## src/rtl/memoria_responder.sv

```systemverilog
// Memory-side responder for the accumulator processor bus: clears the array after reset,
// accepts a boot program over a valid/ready loader port, then serves CPU reads and writes.
module memoria_responder #(
  parameter int ADDR_WIDTH     = 8,
  parameter int DATA_WIDTH     = 16,
  parameter bit CLEAR_ON_RESET = 1'b1
) (
  input  logic                  clock,
  input  logic                  reset,
  input  logic [ADDR_WIDTH-1:0] mar,
  input  logic [DATA_WIDTH-1:0] wr_data,
  input  logic                  memory_write,
  output logic [DATA_WIDTH-1:0] mdr,
  input  logic                  load_valid,
  input  logic [DATA_WIDTH-1:0] load_data,
  input  logic                  load_last,
  output logic                  load_ready,
  output logic                  cpu_hold,
  output logic [7:0]            wr_count
);

  // state    | meaning
  // ST_CLEAR | zero one word per clock, ptr walks 0..DEPTH-1
  // ST_LOAD  | accept loader words at ptr until load_last or ptr wraps
  // ST_RUN   | CPU owns the array; terminal until reset
  typedef enum logic [1:0] {ST_CLEAR, ST_LOAD, ST_RUN} state_t;

  localparam int                    DEPTH       = 2**ADDR_WIDTH;
  localparam logic [ADDR_WIDTH-1:0] PTR_MAX     = '1;
  localparam logic [ADDR_WIDTH-1:0] PTR_ONE     = {{(ADDR_WIDTH-1){1'b0}}, 1'b1};
  localparam state_t                RESET_STATE = CLEAR_ON_RESET ? ST_CLEAR : ST_LOAD;

  logic [DATA_WIDTH-1:0] mem [DEPTH];

  state_t                state, state_nxt;
  logic [ADDR_WIDTH-1:0] ptr, ptr_nxt;
  logic [7:0]            wr_count_nxt;
  logic                  mem_we;
  logic [ADDR_WIDTH-1:0] mem_addr;
  logic [DATA_WIDTH-1:0] mem_wdata;

  always_ff @(posedge clock or negedge reset) begin
    if (!reset) begin
      state    <= RESET_STATE;
      ptr      <= '0;
      wr_count <= '0;
    end else begin
      state    <= state_nxt;
      ptr      <= ptr_nxt;
      wr_count <= wr_count_nxt;
    end
  end

  // The array has no reset so contents survive a mid-sequence reset.
  always_ff @(posedge clock) begin
    if (mem_we) mem[mem_addr] <= mem_wdata;
  end

  always_comb begin
    state_nxt    = state;
    ptr_nxt      = ptr;
    wr_count_nxt = wr_count;
    mem_we       = 1'b0;
    mem_addr     = ptr;
    mem_wdata    = '0;
    load_ready   = 1'b0;
    cpu_hold     = 1'b1;
    mdr          = '0;
    case (state)
      ST_CLEAR: begin
        mem_we  = 1'b1;
        ptr_nxt = ptr + PTR_ONE;
        if (ptr == PTR_MAX) state_nxt = ST_LOAD;
      end
      ST_LOAD: begin
        load_ready = 1'b1;
        if (load_valid) begin
          mem_we    = 1'b1;
          mem_wdata = load_data;
          ptr_nxt   = ptr + PTR_ONE;
          if (load_last || ptr == PTR_MAX) state_nxt = ST_RUN;
        end
      end
      ST_RUN: begin
        cpu_hold = 1'b0;
        mdr      = mem[mar];
        // An X strobe fails the if-test and is therefore treated as no write.
        if (memory_write) begin
          mem_we    = 1'b1;
          mem_addr  = mar;
          mem_wdata = wr_data;
          if (wr_count != 8'hFF) wr_count_nxt = wr_count + 8'd1;
        end
      end
      default: state_nxt = RESET_STATE;
    endcase
    // No array writes while reset is held, even though the clock may still run.
    if (!reset) mem_we = 1'b0;
  end

endmodule
```

## config.mk

```make
export PLATFORM = sky130hd
export DESIGN_NAME = memoria_responder
export DESIGN_NICKNAME = d
export VERILOG_FILES = /design/src/rtl/memoria_responder.sv
export SDC_FILE = /design/constraint.sdc
export NUM_CORES = 2
export LEC_CHECK = 0
export CAP_MARGIN = 20
export CORE_ASPECT_RATIO = 1.5
export CORE_MARGIN = 3
export CORE_UTILIZATION = 60
export CTS_BUF_LIST = sky130_fd_sc_hd__clkbuf_16
export CTS_CLUSTER_DIAMETER = 120
export DETAILED_ROUTE_END_ITERATION = 10
export DONT_BUFFER_PORTS = 1
export HOLD_SLACK_MARGIN = 0.1
export PLACE_DENSITY_LB_ADDON = 0.08
export SYNTH_ARGS = -nofsm -noshare
export SYNTH_HDL_FRONTEND = slang
export SYNTH_SLANG_ARGS = --single-unit
```

## constraint.sdc

```tcl
create_clock -name clock -period 28.3 [get_ports clock]
set_clock_uncertainty 0.1 [all_clocks]
set_input_delay 5.66 -clock clock [delete_from_list [all_inputs] [get_ports clock]]
set_output_delay 5.66 -clock clock [all_outputs]
set_load 0.02 [all_outputs]
```

== Word-level counts from Yosys, hierarchy flattened ==
Memory sizes are Yosys's and may differ from the RTL's.
Index checks and enable logic that the tools add are counted.

* Flip-flop bits (word level): 18
* Memory bits (writable): 4096
* Bits of input ports: 45
* Logic and storage cells: 40
* Memories kept: 1

* Add/sub/neg operators: 2
* Eq/ne operators: 7
* Mux-type cells: 20
* Bitwise gates (word level): 1
* Reduce and logical (&&, ||, !) cells: 6

{| class="wikitable"
|+ Memory list
! name !! words !! width !! rd ports !! clocked after memory_dff !! write ports !! RTL line !! source
|-
| mem || 256 || 16 || 1 || 0 || 1 || 33 || <nowiki>logic [DATA_WIDTH-1:0] mem [DEPTH];</nowiki>
|}

{| class="wikitable"
|+ Operator list
! kind !! number
|-
| $mux W16 || 3
|-
| $pmux W16 S2 || 1
|-
| $mux W8 || 3
|-
| $add A8 B1 Y8 const B || 2
|-
| $pmux W8 S2 || 1
|-
| $eq A8 B8 Y1 const B || 1
|-
| $ne A8 B8 Y1 const B || 1
|-
| $mux W1 || 7
|-
| $mux W2 || 3
|-
| $ne A2 B2 Y1 const B || 3
|-
| $pmux W2 S3 || 1
|-
| $reduce_and A4 Y1 || 1
|-
| $pmux W1 S3 || 1
|-
| $reduce_and A3 Y1 || 1
|-
| $eq A2 B1 Y1 const B || 1
|-
| $eq A2 B2 Y1 const B || 1
|-
| $logic_not A2 Y1 || 1
|-
| $reduce_and A2 Y1 || 1
|-
| $reduce_bool A2 Y1 || 1
|-
| $logic_or A1 B1 Y1 || 1
|-
| $not A1 Y1 || 1
|}

== Depth between registers and ports, before layout ==
* Word-level depth: 5
* Gate-level depth with buffers: 14

== Worst setup path after synthesis ==
Ideal clock, no wire load.

* Kind: input port to flip-flop
* From: input memory_write
* To: memory mem[0][10] (data pin)
* Data arrival time: 12.879 ns
* Path slack: 13.868 ns
* Cell stages on the path: 6
* Buffers on the path: 3
* Path through: and2_1 > buf_2 > clkbuf_1 > clkbuf_1 > a22oi_1 > nor2b_1

* Longest elaborated chain between the ends: 2

{| class="wikitable"
|+ RTL lines
! element !! RTL line !! source
|-
| from (decl) || 12 || <nowiki>input logic memory_write,</nowiki>
|-
| $mux W16 || 88 || <nowiki>if (memory_write) begin</nowiki>
|-
| $pmux W16 S2 || 69 || <nowiki>case (state)</nowiki>
|-
| named net mem_wdata[10] || 40 || <nowiki>logic [DATA_WIDTH-1:0] mem_wdata;</nowiki>
|-
| to (decl) || 33 ||
|}

The timed path passes the listed nets, and every way through them passes these cells.

== Final worst setup path ==
* From: input mar[1]
* To: output mdr[9]

* Longest elaborated chain between the ends: 2

{| class="wikitable"
|+ RTL lines
! element !! RTL line !! source
|-
| from (decl) || 10 || <nowiki>input logic [ADDR_WIDTH-1:0] mar,</nowiki>
|-
| $mem_v2 Z256 W16 || n/a ||
|-
| $mux W16 || 69 ||
|-
| to (decl) || 13 || <nowiki>output logic [DATA_WIDTH-1:0] mdr,</nowiki>
|}

No other way between the ends.

==> metrics.md <==
| Metric | Value |
|---|---|
| Port bufs | 0 |
| Die area | 272,000 um^2 |
| Minimum clock period | 18.37 ns |
| Post-DRT Antenna Nets | 0 |
| Crit path DAT | 12.61 ns |
| Die Ht | 637 um |
| # IOs | 71 |
| Via Count | 79,100 |
| Clock latency on the worst-skew pair | 0.88 ns |
| GR Util All Layers | 0.307 |
| Status | complete, no violations |
| TNS Setup | 0 ns |
| Min Hold Slack | 0.443 ns |
| Routed Wire Length | 415 mm |
| Num CTS Buffers | 368 |
| P_leak | 0.0459 uW |
| Final #Nets | 7,856 |
| HP Start | ptr[3]$_DFFE_PN0P_ |
| DRC viols | 0 |
| Clk sink count | 4,114 |
| Grt ovf | 0 |
| Ys flop type | edfxtp_1 |
| Post-CTS setup buffers | 0 |
| Die X | 427 um |
| Number of synthesized flops with an enable pin | 4,096 |
| Root buffer cell | clkbuf_16 |
| Clk slew on worst S/H paths | 0.06 ns |
| Crit path max fanout | 155 |
| CTS H-tree depth | 5 |
| Mapped Nets | 7,507 |
| Yosys top cell area share | 0.771 |
| Post-synthesis async set-or-reset flop share | 0.00438 |
| Relative slew slack | 0.122 |
| CP endpoint kind | primary output |
| CTS tree | yes |
| Post-synth top area cell | edfxtp_1 |
| Initial core utilization | 0.604 |
| Warnings from Yosys | 0 |
| Per-cell routed wire length | 35.8 um |
| Post-CTS Resized | 0 |
| Maximum VDD drop | 54.9 uV |
| Netlist Area Pre-Place | 159,000 um^2 |
| Slew Limit Fails | 0 |
| Post-synthesis sequential area ratio | 0.774 |
| Fin. Hold Viols | 0 |
| Share of cells above drive strength 1 | 0.226 |
| Worst reg2reg setup slack | 22.86 ns |
| Yosys reg bits | 4,114 |
| Cells after synthesis | 7,454 |
| DRT iter0 DRCs | 10,200 |
| Number of antenna violations at the first check in global routing | 19 |
| Routability cong. | 0.865 |
| Avg Cell Area, Syn | 21.4 um^2 |
| Floorplan Core Area | 264,000 um^2 |
| RSZ-0062 raised after global routing | false |
| Worst-Margin Slew | 1.32 ns |
| Cell Rows | 231 |
| DPL Wire Length | 238 mm |
| Drt first pass iters | 8 |
| Largest net degree at the start of global routing | 869 |
| # setup viols final | 0 |
| Number of max-cap violations | 0 |
| DR vias/cell | 6.82 |
| Max Fclk | 0.0544 GHz |
| Crit Path Class | in -> out |
| Hold WC Path Type | reg -> reg |
| Top post-synthesis cells by area | edfxtp_1 77%, mux4_2 12%, mux2i_1 3.3% |
| Layout area overhead | 10.6% |
| Vias in the first global route | 79,200 |
| # hold bufs at CTS | 0 |
| Clock tree buffer depth | 4 |
| Power Dens Cells | 66.2 nW/um^2 |
| Crit path launch | mar[1] |
| First-pass GRT wire length | 588 mm |
| Reg2reg start | state[0]$_DFFE_PN0P_ |
| Unique masters post-synth | 57 |
| Crit path launch type | input port |
| Worst Path Required | 22.54 ns |
| Final period util | 0.649 |
## sequential cells by signal (all words and copies together), names as in the netlist
register	flops
ptr	8
state	2
mem	4096
wr_count	8
## cells by family (layout without fill, tap and decap cells)
logic type,after synthesis,after routing,synth area share
AO/OA/AOI/OAI,765,765,0.0335
AND/OR/NAND/NOR,739,739,0.0208
buffers and inverters,449,1086,0.0183
flip-flops,4114,4114,0.774
XOR/XNOR,13,13,0.000714
multiplexers,1366,1366,0.152
other,0,13,0
adder cells (fa/ha/maj),8,8,0.000628
## worst max-delay path, stage by stage
cell      delay, ns
buf_16         0.37
buf_16         0.67
buf_16         0.63
nand2b_4       0.59
buf_4          0.53
buf_4          0.45
o221ai_1       0.36
o22ai_1        0.13
o21ai_0        0.67
nand4_1        0.51
or3_1          0.64
o21ai_0        0.37
buf_4          0.27
## Yosys cell counts (31+ instances only)
cell type / count
nor3_1: 83
o21ai_0: 107
buf_2: 103
clkbuf_1: 157
o22ai_1: 161
a21oi_1: 112
buf_4: 56
mux4_2: 815
nand3_1: 56
nor2_1: 301
a211oi_1: 31
buf_6: 62
o221ai_1: 193
a22oi_1: 53
nand2_1: 170
edfxtp_1: 4096
mux2i_1: 527
## metrics by stage
stage | std cells | power (uW) | setup slack (ns) | cell area, um^2 | util
3_5_place_dp | 10900 | 6960 | 10.61 | 164000 | 0.623
6_report | 11600 | 11700 | 9.93 | 176000 | 0.667
3_3_place_gp | 10900 | 6960 | 10.59 | 164000 | 0.622
2_1_floorplan | 7454 | 6940 | 13.87 | 159000 | -
5_1_grt | 11600 | 12000 | 9.95 | 176000 | 0.667
4_1_cts | 11600 | 11700 | 10.51 | 176000 | 0.666
## placed cells by master, fill, tap and decap left out, drive strengths merged, types with 13 or more instances in the layout
master / count
edfxtp: 4096
mux4: 834
mux2i: 527
buf: 418
clkbuf: 375
nor2: 301
o221ai: 199
nand2: 170
clkinv: 166
o22ai: 161
a21oi: 112
o21ai: 111
nor3: 83
inv: 76
nand3: 57
a22oi: 53
a211oi: 31
nand4: 29
bufinv: 27
nor2b: 26
clkinvlp: 24
o31ai: 20
dfrtp: 18
nand3b: 15
a31oi: 14
diode: 13
## routing by layer
metal | GRT usage | routed length, um | up-vias
li1 | - | - | 32100
met1 | 0.409 | 149000 | 42100
met2 | 0.505 | 210000 | 4100
met3 | 0.0513 | 35100 | 789
met4 | 0.135 | 21500 | 0
met5 | 0 | 0 | -
## path summary, 6_finish.rpt
path                                                 to  cells past startpoint
worst min register to register       ptr[3]$_DFFE_PN0P_                      1
worst max register to register    mem[225][1]$_DFFE_PP_                      9
worst min-delay path                 ptr[3]$_DFFE_PN0P_                      1
worst max-delay path                             mdr[9]                     13
min in group asynchronous       wr_count[5]$_DFFE_PN0P_                      0
max in group asynchronous            ptr[6]$_DFFE_PN0P_                      0
## power by group
group          internal, uW  switching (uW)  leakage (uW)  total [uW]
combinational          95.3             172        0.0116         267
sequential             6590               0        0.0285        6590
clock                  2650            2160       0.00579        4810
total                  9340            2330        0.0459       11700
## area by class of cell
type | count | area (um^2)
clock inverters | 283 | 2050
repair buffers | 418 | 3580
fillers | 17000 | 87900
well taps | 3495 | 4370
flip-flops and latches | 4114 | 123000
multi-input cells | 2891 | 33400
inverters | 10 | 45.0
diodes | 13 | 32.5
clock buffers | 375 | 9380
Power figures use the tool's default switching activity.
